File: config.mk
export PLATFORM = sky130hd
export DESIGN_NAME = operand_loader
export DESIGN_NICKNAME = d
export VERILOG_FILES = /design/src/rtl/operand_loader_pkg.sv /design/src/rtl/operand_loader_debouncer.sv /design/src/rtl/operand_loader.sv
export SDC_FILE = /design/constraint.sdc
export NUM_CORES = 1
export LEC_CHECK = 0
export BUFFER_PORTS_ARGS = -buffer_cell sky130_fd_sc_hd__clkbuf_2
export CORE_UTILIZATION = 45
export DETAILED_ROUTE_END_ITERATION = 8
export GPL_ROUTABILITY_DRIVEN = 1
export MAX_ROUTING_LAYER = met4
export PLACE_DENSITY_LB_ADDON = 0.12
export SLEW_MARGIN = 20
export SYNTH_ARGS = -nofsm -noshare
export SYNTH_HDL_FRONTEND = slang
export SYNTH_SLANG_ARGS = --single-unit
File: constraint.sdc
create_clock -name clk -period 1.7 [get_ports clk]
set_input_delay 0 -clock clk [delete_from_list [all_inputs] [get_ports clk]]
set_output_delay 0 -clock clk [all_outputs]
set_load 0.1 [all_outputs]
File: src/rtl/operand_loader_pkg.sv
// Shared types and constants for the operand loader: FSM phase encoding
// and the default debounce interval (5 ms at 50 MHz).
package operand_loader_pkg;

  localparam int DEFAULT_DEBOUNCE_CYCLES = 250000;

  // Phase values double as the indicator LED encoding; 2'd3 is unused/illegal.
  typedef enum logic [1:0] {
    WAIT_A = 2'd0,
    WAIT_B = 2'd1,
    SHOW   = 2'd2
  } phase_t;

endpackage

File: src/rtl/operand_loader_debouncer.sv
// Button conditioner: synchronizer chain, consecutive-cycle debounce
// counter with an accepted stable level, and a one-cycle pulse on each
// rising edge of the stable level.
module operand_loader_debouncer
  import operand_loader_pkg::*;
#(
  parameter int DEBOUNCE_CYCLES = DEFAULT_DEBOUNCE_CYCLES,
  parameter int SYNC_STAGES     = 2
) (
  input  logic clk,
  input  logic rst_n,
  input  logic raw,
  output logic pulse
);

  localparam int CNT_W = $clog2(DEBOUNCE_CYCLES) + 1;
  localparam logic [CNT_W-1:0] CNT_LAST = CNT_W'(DEBOUNCE_CYCLES - 1);

  logic [SYNC_STAGES-1:0] sync;
  logic                   synced;
  logic                   stable;
  logic                   stable_d;
  logic [CNT_W-1:0]       count;

  assign synced = sync[SYNC_STAGES-1];

  // Bring the asynchronous button into the clock domain.
  always_ff @(posedge clk or negedge rst_n) begin
    if (!rst_n) begin
      sync <= '0;
    end else begin
      sync[0] <= raw;
      for (int i = 1; i < SYNC_STAGES; i++) sync[i] <= sync[i-1];
    end
  end

  // Accept a new level only after it differs from the stable one for
  // DEBOUNCE_CYCLES consecutive cycles; any return to the stable level restarts the count.
  always_ff @(posedge clk or negedge rst_n) begin
    if (!rst_n) begin
      stable <= 1'b0;
      count  <= '0;
    end else if (synced == stable) begin
      count <= '0;
    end else if (count == CNT_LAST) begin
      stable <= ~stable;
      count  <= '0;
    end else begin
      count <= count + CNT_W'(1);
    end
  end

  // Registered single-cycle pulse on a rising stable level only.
  always_ff @(posedge clk or negedge rst_n) begin
    if (!rst_n) begin
      stable_d <= 1'b0;
      pulse    <= 1'b0;
    end else begin
      stable_d <= stable;
      pulse    <= stable & ~stable_d;
    end
  end

endmodule

File: src/rtl/operand_loader.sv
// Two-operand entry from switches: a load button captures A then B, a
// clear button restarts entry. Outputs feed the adder/BCD display stage.
module operand_loader
  import operand_loader_pkg::*;
#(
  parameter int DEBOUNCE_CYCLES = DEFAULT_DEBOUNCE_CYCLES,
  parameter int SYNC_STAGES     = 2
) (
  input  logic       clk,
  input  logic       rst_n,
  input  logic [3:0] sw,
  input  logic       btn_load,
  input  logic       btn_clear,
  output logic [3:0] A,
  output logic [3:0] B,
  output logic       operands_valid,
  output logic [1:0] phase
);

  logic [3:0] sw_sync [SYNC_STAGES];
  logic [3:0] sw_synced;
  logic       load_p;
  logic       clear_p;
  phase_t     state;

  assign sw_synced = sw_sync[SYNC_STAGES-1];
  assign phase     = state;

  // Synchronize the operand switches with the same depth as the buttons.
  always_ff @(posedge clk or negedge rst_n) begin
    if (!rst_n) begin
      for (int i = 0; i < SYNC_STAGES; i++) sw_sync[i] <= '0;
    end else begin
      sw_sync[0] <= sw;
      for (int i = 1; i < SYNC_STAGES; i++) sw_sync[i] <= sw_sync[i-1];
    end
  end

  operand_loader_debouncer #(
    .DEBOUNCE_CYCLES(DEBOUNCE_CYCLES),
    .SYNC_STAGES    (SYNC_STAGES)
  ) u_load_debouncer (
    .clk  (clk),
    .rst_n(rst_n),
    .raw  (btn_load),
    .pulse(load_p)
  );

  operand_loader_debouncer #(
    .DEBOUNCE_CYCLES(DEBOUNCE_CYCLES),
    .SYNC_STAGES    (SYNC_STAGES)
  ) u_clear_debouncer (
    .clk  (clk),
    .rst_n(rst_n),
    .raw  (btn_clear),
    .pulse(clear_p)
  );

  // Entry FSM; clear wins over load, and a load in SHOW starts a new entry.
  always_ff @(posedge clk or negedge rst_n) begin
    if (!rst_n) begin
      A              <= '0;
      B              <= '0;
      operands_valid <= 1'b0;
      state          <= WAIT_A;
    end else if (clear_p) begin
      A              <= '0;
      B              <= '0;
      operands_valid <= 1'b0;
      state          <= WAIT_A;
    end else begin
      case (state)
        WAIT_A: begin
          if (load_p) begin
            A     <= sw_synced;
            state <= WAIT_B;
          end
        end
        WAIT_B: begin
          if (load_p) begin
            B              <= sw_synced;
            operands_valid <= 1'b1;
            state          <= SHOW;
          end
        end
        SHOW: begin
          if (load_p) begin
            A              <= sw_synced;
            operands_valid <= 1'b0;
            state          <= WAIT_B;
          end
        end
        default: begin
          A              <= '0;
          B              <= '0;
          operands_valid <= 1'b0;
          state          <= WAIT_A;
        end
      endcase
    end
  end

endmodule
==> impl_metrics.toml, run 1 <==
[status]
outcome = "finished, final reports clean"

[sta]
finalCritPeriodShare_pct = 99.5
drv_slew = 0
hold_viol = 0
finalSetupTns_ns = 0
clock_skew_ns = 0.00911
tightestPinTransition_ns = 0.544
slew_headroom_pct = 63.9
max_freq_ghz = 0.591
setup_viol_count_final = 0
finalCriticalPeriod_ns = 1.69
rsz0062_at_grt = "true"

[cells_and_area]
n_fill_cell = 526
final-seq-area_um2 = 1680
diodes = 0
drive_above_1_share_pct = 25.0
multi_input_area_um2 = 1220
finalNetCount = 333
syn_to_final_growth_pct = 23.5

[synth]
synth-warning-count = 0
synth_top_area_share_pct = 57.9
syn_inst = 267
ys_seq_area_share_pct = 57.9
ys_seq_elements = 67
synth_edf_count = 0
synth_most_common_cell = "dfrtp_1"
ys_types = 39
netlist_area_um2 = 2900
yosys-top-cells-area = "dfrtp_1 58%, nor2_1 7.3%, xnor2_1 7.3%"
syn_nets = 277
async_reset_ff_share_pct = 100
yosys-top-cells-count = "67 x dfrtp_1, 56 x nor2_1, 24 x xnor2_1"
synth.avg_cell_area_um2 = 10.8
ys.flop_type = "dfrtp_1"
yosys.area.top_type = "dfrtp_1"

[clock_tree]
cts_tree = "yes"
clock_sinks = 67
htreeDepth = 3
cts-root-buf = "clkbuf_8"
cts_buffer_depth = 2
numCtsBuffers = 9
path_clk_slew_ns = 0.08
clk_latency_ns = 0.33

[die]
start_util_pct = 47.8
fp.dieH_um = 82.2
row_count = 28
ioPinCount = 19
die-area_um2 = 6760
die_w_um = 82.2
core_area_um2 = 6060

[routing]
route.detailed.drc = 0
ant_nets = 0
wl_per_cell_um = 13.8
vias = 2071
routed_wirelength_um = 5550
first_iter_violations = 86
dr.pass1.iters = 6
avgViaCountPerCell = 5.14

[power]
power_mw = 2.93
power.density_nw_per_um2 = 820
irDropWorstVdd_uv = 499
power.leakage_nw = 1.58

[critical_path]
crit_path_top_delay_cell = "or3_4"
critPathMaxStageDelay_ns = 0.44
path_max_fanout = 4
crit_type = "reg -> reg"
cpLargestDelayFamily = "simple AND/OR/NAND/NOR gates"
arrival_ns = 1.91
path_buf_inv = 0
crit_path_end_kind = "flip-flop"
cp_cell_sequence = "ha_2 -> nand4_1 -> or3_4 -> nor2_4 -> mux2_4"
cp-start-kind = "flip-flop"
required_ns = 1.91

[place]
io_buffers = 18
gp_congestion = 0.936
dp_hpwl_um = 3800

[flow_run]
cap_violations = 0

[global_routing]
grt_usage_pct = 18.5
overflow = 0
grt_pass1_vias = 1950
grt_max_degree = 28
grt_pass1_wl_um = 9000
antenna_found_initial = 0

[min_path]
min_path_type = "in -> async"
==> cell usage in the layout, fill, tap and decap left out, drive strengths merged, types with 2 or more instances in the layout <==
| cell | synthesis | layout |
|---|---|---|
| dfrtp | 67 | 67 |
| a21oi | 9 | 9 |
| and4 | 2 | 2 |
| nor2b | 2 | 2 |
| nand3 | 10 | 10 |
| xnor2 | 24 | 24 |
| buf | 2 | 26 |
| xor2 | 8 | 8 |
| a2bb2oi | 4 | 4 |
| clkinv | 0 | 5 |
| o21ai | 6 | 6 |
| nand4 | 13 | 13 |
| ha | 2 | 2 |
| nor3 | 6 | 6 |
| nand2 | 14 | 14 |
| nor4 | 12 | 12 |
| inv | 9 | 10 |
| nor2 | 56 | 56 |
| or4 | 2 | 2 |
| clkbuf | 3 | 26 |
| dlygate4sd3 | 0 | 7 |
| or3 | 4 | 4 |
| mux2 | 3 | 3 |
==> state kept, by name, summed over array words and instances, names as in the netlist, 2 cells and up <==
name,cells
phase,2
u_load_debouncer.sync,2
u_clear_debouncer.count,19
u_clear_debouncer.sync,2
B,4
sw_synced,4
A,4
sw_sync,4
u_load_debouncer.count,19
==> logic make-up (layout without fill, tap and decap cells) <==
kind of cell / Yosys count / in the layout / synth area share, %
fa+ha+maj: 2 / 2 / 0.864
flops: 67 / 67 / 57.9
xor+xnor: 32 / 32 / 9.68
buf+inv: 14 / 75 / 1.99
simple gates: 126 / 126 / 22.6
mux: 4 / 4 / 1.51
compound gates: 22 / 22 / 5.44
==> metrics by stage <==
step	hold WS, ns	setup slack, ns	instance area [um^2]	cells	util, %
after floorplan	-0.296	-0.0546	2940	267	-
after global placement	-0.0387	0.0364	3280	377	54.2
after detailed placement	-0.0415	-0.00576	3280	377	54.2
after CTS	0.140	0.00520	3530	400	58.3
after global routing	0.174	-0.0394	3580	403	59.0
final	0.127	0.00852	3580	403	59.0
==> worst paths after layout <==
kind,end,cells after the start,slack (ns),startpoint
min in group clk,u_clear_debouncer.sync[0],2,0.31,btn_clear
worst max register to register,u_clear_debouncer.stable,5,0.009,u_clear_debouncer.count[0]
worst min register to register,sw_synced[1],0,0.35,sw_sync[5]
worst min-delay path,B[1],2,0.13,rst_n
worst max-delay path,u_clear_debouncer.stable,5,0.009,u_clear_debouncer.count[0]
max in group asynchronous,phase[0],3,0.87,rst_n
==> worst reg2reg max path: cells and delay by family (launching register included) <==
family | cells | cell delay [ns]
fa+ha+maj | 1 | 0.20
simple gates | 3 | 0.68
mux | 1 | 0.30
flops | 1 | 0.41
==> cell type report <==
cell class	instances	area share (%)
Clock buffer	9	3.46
Clock inverter	7	1.47
Inverter	9	0.944
Multi-Input combinational cell	186	34.1
Sequential cell	67	47.0
Tap cell	75	2.62
Timing Repair Buffer	50	10.4
==> metal layers <==
layer	vias to the layer above	share of wire [%]	global-route usage [%]	routed length [um]
met4	0	1.1	7.19	61
met5	-	0	-	0
met3	8	2.3	3.74	129
met2	32	49	29.0	2730
met1	992	47	23.5	2630
li1	1039	-	-	-
==> where the power goes <==
| group | switching (mW) | internal, mW | total (mW) |
|---|---|---|---|
| combinational | 0.0672 | 0.0526 | 0.120 |
| sequential | 0.0210 | 1.62 | 1.64 |
| clock | 0.637 | 0.536 | 1.17 |
| total | 0.725 | 2.21 | 2.93 |
==> repair_timing <==
action                                 4_1_cts  5_1_grt
buffers inserted                             0        3
gates cloned                                 0        0
endpoints found under the hold margin       46        0
resized for setup                            1        7
hold buffers                                 7        0
pin swaps                                    0        4
setup endpoints to repair                    1       15
No activity file was read; power rests on OpenSTA's default activity.
==> run 2, diff against run 1 <==
--- a/config.mk
+++ b/config.mk
@@ -14,4 +14,5 @@
 export SLEW_MARGIN = 20
 export SYNTH_ARGS = -nofsm -noshare
 export SYNTH_HDL_FRONTEND = slang
+export SYNTH_HIERARCHICAL = 1
 export SYNTH_SLANG_ARGS = --single-unit
==> impl_metrics.toml, run 2 <==
[status]
outcome = "complete, but fails checks"
violations = "negative setup slack"

[routing]
routed_wirelength_um = 6020
wl_per_cell_um = 14.0
avgViaCountPerCell = 5.20
vias = 2234
dr.pass1.iters = 4
first_iter_violations = 127
route.detailed.drc = 0
ant_nets = 0

[cells_and_area]
layout_common_cells = "67 x dfrtp_1, 37 x buf_4, 25 x nor2_1"
diodes = 0
reg.largest.list = "u_clear_debouncer/count x19, u_load_debouncer/count x19"
n_fill_cell = 509
finalNetCount = 358
syn_to_final_growth_pct = 31.7
layout_commonest_cell = "dfrtp_1"
final_util_pct = 61.9
drive_above_1_share_pct = 33.7

[clock_tree]
cts_buffer_depth = 2
path_clk_slew_ns = 0.07
htreeDepth = 3
cts_tree = "yes"
clock_sinks = 67
cts-root-buf = "clkbuf_8"
clk_latency_ns = 0.34
numCtsBuffers = 9

[synth]
ys_seq_area_share_pct = 55.9
ys_seq_elements = 67
synth_most_common_cell = "dfrtp_1"
netlist_area_um2 = 3000
yosys-top-cells-area = "dfrtp_1 56%, xnor2_1 7.0%, nor2_1 5.4%"
synth_edf_count = 0
async_reset_ff_share_pct = 100
synth.avg_cell_area_um2 = 11.0
yosys-top-cells-count = "67 x dfrtp_1, 43 x nor2_1, 24 x xnor2_1"
synth-warning-count = 6
yosys.area.top_type = "dfrtp_1"
syn_nets = 284
ys_types = 31
syn_inst = 274
ys.flop_type = "dfrtp_1"
synth_top_area_share_pct = 55.9

[sta]
fin_ws_ns = -0.0272
tightestPinTransition_ns = 0.594
hold_slack_ns = 0.196
slew_headroom_pct = 60.4
clock_skew_ns = 0.00609
max_freq_ghz = 0.579
drv_slew = 0
hold_viol = 0
setup_viol_count_final = 16
finalCriticalPeriod_ns = 1.73
finalCritPeriodShare_pct = 102
rsz0062_at_grt = "true"

[power]
internal_power_mw = 2.40
power.leakage_nw = 1.68
power.density_nw_per_um2 = 789
power_mw = 3.12
p_seq_share_pct = 52.5
switching_power_mw = 0.719
irDropWorstVdd_uv = 522
p_comb_share_pct = 4.7
switching_share_pct = 23.1
p_clk_share_pct = 42.9

[min_path]
min_path_type = "in -> async"

[die]
core_area_um2 = 6390
ioPinCount = 19
die_w_um = 83.7
fp.dieH_um = 83.7
die-area_um2 = 7000
start_util_pct = 47.0
row_count = 29

[critical_path]
rrSetupSlack_ns = -0.03
crit_type = "reg -> reg"
critPathMaxStageDelay_ns = 0.40
path_buf_inv = 2
arrival_ns = 1.96
cpLargestDelayFamily = "simple AND/OR/NAND/NOR gates"
r2r-start = "u_load_debouncer/count[9]"
cp_cell_sequence = "nor4_2 -> nand4_1 -> buf_4 -> o41ai_4 -> buf_6 -> nor2b_1"
path_max_fanout = 12
crit_path_top_delay_cell = "dfrtp_1"
worstReg2RegEnd = "u_load_debouncer/count[3]"
required_ns = 1.93
crit_path_end_kind = "flip-flop"
cp-start-kind = "flip-flop"
worst-r2r-cell-count = 6

[global_routing]
antenna_found_initial = 0
overflow = 0
grt_pass1_vias = 2199
grt_pass1_wl_um = 9780
grt_max_degree = 37
grt_usage_pct = 18.6

[place]
dp_hpwl_um = 3870
place_ws_ns = -0.0199
io_buffers = 18
gp_congestion = 0.778

[flow_run]
cap_violations = 0
-- run 2: cell types whose count changed after synthesis, moves of 4 or more --
cell      before  now
nor3_1         6   10
nor2b_1        2    8
a32oi_1        0    4
a211oi_1       0    8
nand2b_1       1    8
nor2_1        56   43
-- run 2: per-layer routing --
| layer | vias to the layer above | wire length (um) | global-route usage (%) |
|---|---|---|---|
| li1 | 1108 | - | - |
| met1 | 1083 | 2850 | 23.4 |
| met2 | 34 | 2870 | 28.2 |
| met3 | 9 | 216 | 6.53 |
| met4 | 0 | 91 | 6.01 |
| met5 | - | 0 | - |
-- run 2: area by class of cell --
cell class,instances,area [um^2],area share (%)
Tap cell,77,96.3,2.44
Sequential cell,67,1680,42.4
Inverter,6,22.5,0.570
Timing Repair Buffer,69,526,13.3
Clock inverter,6,63.8,1.62
Multi-Input combinational cell,195,1430,36.1
Clock buffer,10,138,3.48
-- run 2: worst max path at each step --
stage | startpoint | to | slack, ns | cells after the start
after CTS | u_load_debouncer/count[11] | u_load_debouncer/stable | -0.0004 | 3
after global placement | u_load_debouncer/count[9] | u_load_debouncer/stable | 0.02 | 4
after detailed placement | u_load_debouncer/count[9] | u_load_debouncer/stable | -0.02 | 4
after global routing | u_clear_debouncer/count[9] | u_clear_debouncer/stable | -0.14 | 5
after floorplan | u_clear_debouncer/count[0] | u_clear_debouncer/count[16] | -0.007 | 5
final | u_load_debouncer/count[9] | u_load_debouncer/count[3] | -0.03 | 6
-- run 2: logic make-up (layout without fill, tap and decap cells) --
family | after synthesis | in the layout | share of synthesized area (%)
compound gates | 31 | 31 | 7.96
xor+xnor | 30 | 30 | 8.76
fa+ha+maj | 2 | 2 | 0.834
buf+inv | 12 | 91 | 2.42
flops | 67 | 67 | 55.9
mux | 5 | 5 | 1.75
simple gates | 127 | 127 | 22.4
-- run 2: repair_timing --
action / in CTS / in global routing
buffers inserted: 0 / 8
hold endpoints to repair: 29 / 0
hold buffers: 7 / 0
pin swaps: 1 / 19
endpoints found under the setup margin: 1 / 39
resized for setup: 0 / 45
cloned: 0 / 1
-- run 2: worst register-to-register path, delay by kind of cell (launching register included) --
kind                   cells  cell delay [ns]
flip-flops                 1             0.40
AND/OR/NAND/NOR            3             0.54
buffers and inverters      2             0.40
AO/OA/AOI/OAI              1             0.26
-- run 2: through the flow --
step                      area [um^2]    TNS, ns  instances
after detailed placement         3450    -0.0199        399
after floorplan                  3030    -0.0144        274
after global routing             3950      -3.18        430
final                            3950     -0.309        430
after CTS                        3720  -0.000367        422
after global placement           3450          0        399
-- run 2: power groups by stage --
stage | combinational (mW) | clock [mW] | sequential (mW)
after floorplan | 0.0421 | 0 | 1.67
after global placement | 0.115 | 0 | 1.67
after detailed placement | 0.116 | 0 | 1.67
after CTS | 0.130 | 1.38 | 1.63
after global routing | 0.165 | 1.44 | 1.64
final | 0.145 | 1.34 | 1.64
==> run 3, diff against run 2 <==
--- a/config.mk
+++ b/config.mk
@@ -11,6 +11,7 @@
 export GPL_ROUTABILITY_DRIVEN = 1
 export MAX_ROUTING_LAYER = met4
 export PLACE_DENSITY_LB_ADDON = 0.12
+export RECOVER_POWER = 100
 export SLEW_MARGIN = 20
 export SYNTH_ARGS = -nofsm -noshare
 export SYNTH_HDL_FRONTEND = slang
==> impl_metrics.toml, run 3 (synthesis gave the netlist of run 2 again) <==
[routing]
routed_wirelength_um = 6020
ant_nets = 0
vias = 2234
route.detailed.drc = 0
avgViaCountPerCell = 5.20
wl_per_cell_um = 14.0
dr.pass1.iters = 4
first_iter_violations = 135

[cells_and_area]
layout_common_cells = "67 x dfrtp_1, 34 x buf_4, 25 x nor2_1"
reg.largest.list = "u_clear_debouncer/count x19, u_load_debouncer/count x19"
drive_above_1_share_pct = 32.9
final-seq-area_um2 = 1680
final_util_pct = 61.4
layout_commonest_cell = "dfrtp_1"
n_fill_cell = 514
diodes = 0
multi_input_area_um2 = 1420
syn_to_final_growth_pct = 30.7
finalNetCount = 358
final_area_um2 = 3920

[critical_path]
cp_cell_sequence = "nor4_2 -> nand4_1 -> buf_4 -> nor4_4 -> mux2_4"
crit_path_end_kind = "flip-flop"
path_max_fanout = 2
required_ns = 1.93
critPathMaxStageDelay_ns = 0.39
arrival_ns = 1.95
cp-start-kind = "flip-flop"
crit_path_top_delay_cell = "dfrtp_1"
crit_type = "reg -> reg"

[die]
row_count = 29
fp.dieH_um = 83.7
core_area_um2 = 6390
die-area_um2 = 7000
die_w_um = 83.7
start_util_pct = 47.0
ioPinCount = 19

[flow_run]
cap_violations = 0

[status]
violations = "negative setup slack"
outcome = "complete, but fails checks"

[sta]
finalCritPeriodShare_pct = 102
setup_viol_count_final = 16
fin_ws_ns = -0.0261
slew_headroom_pct = 47.3
rsz0062_at_grt = "true"
finalCriticalPeriod_ns = 1.73
drv_slew = 0
hold_viol = 0
clock_skew_ns = 0.00614
max_freq_ghz = 0.579
tightestPinTransition_ns = 0.790
finalSetupTns_ns = -0.281

[place]
dp_hpwl_um = 3870
place_ws_ns = -0.0199
io_buffers = 18
dpl_cell_area_um2 = 3450
gp_congestion = 0.778

[power]
power.density_nw_per_um2 = 793
irDropWorstVdd_uv = 521
power_mw = 3.11
power.leakage_nw = 1.66

[clock_tree]
cts_tree = "yes"
numCtsBuffers = 9
cts-root-buf = "clkbuf_8"
clk_latency_ns = 0.34
clock_sinks = 67
path_clk_slew_ns = 0.07
htreeDepth = 3
cts_buffer_depth = 2

[global_routing]
grt_max_degree = 37
antenna_found_initial = 0
grt_usage_pct = 18.6
overflow = 0
grt_pass1_wl_um = 9780
grt_pass1_vias = 2199

[min_path]
min_path_type = "in -> async"
run 3: what timing repair did:
action                                  4_1_cts  5_1_grt
pin swaps                                     1       19
buffers inserted                              0        8
endpoints found under the setup margin        1       39
hold endpoints to repair                     29        0
gates resized for setup                       0       45
gates cloned                                  0        1
hold buffers                                  7        0
run 3: per-stage QoR:
step,cells,hold WS (ns)
after detailed placement,399,0.0419
after floorplan,274,-0.296
after CTS,422,0.212
final,430,0.205
after global placement,399,0.0450
after global routing,430,0.249
run 3: routing by layer:
layer  GRT usage (%)  up-vias  wire [um]
met5               -        -          0
met4            6.01        0         91
met3            6.53        9        175
met2            28.2       30       2860
met1            23.4     1086       2890
li1                -     1109          -
run 3: path summary, 6_finish.rpt:
check | slack, ns | cells after the start | startpoint | endpoint
worst max-delay path | -0.03 | 5 | u_clear_debouncer/count[9] | u_clear_debouncer/stable
worst min-delay path | 0.21 | 2 | rst_n | u_load_debouncer/count[6]
worst max register to register | -0.03 | 5 | u_clear_debouncer/count[9] | u_clear_debouncer/stable
worst min register to register | 0.35 | 0 | sw_sync[6] | sw_synced[2]
max in group asynchronous | 0.29 | 3 | rst_n | sw_sync[7]
min in group clk | 0.31 | 2 | sw[3] | sw_sync[7]
run 3: critical path, delay by kind of cell (launching register included):
family	cells	cell delay (ns)
buffers and inverters	1	0.17
and+or+nand+nor	3	0.73
DFF	1	0.39
muxes	1	0.33
run 3: report_power, final:
group          total [mW]  switching, mW  internal [mW]  leakage (nW)
Combinational       0.140         0.0810         0.0586         0.663
Sequential           1.64         0.0174           1.62         0.903
Clock                1.33          0.616          0.716        0.0987
run 3: cell type report:
class	instances	area share [%]
clock buffer	10	3.51
clock inverter	6	1.63
inverter	6	0.574
multi-input combinational	195	36.2
sequential	67	42.8
tap	77	2.46
timing repair buffer	69	12.8
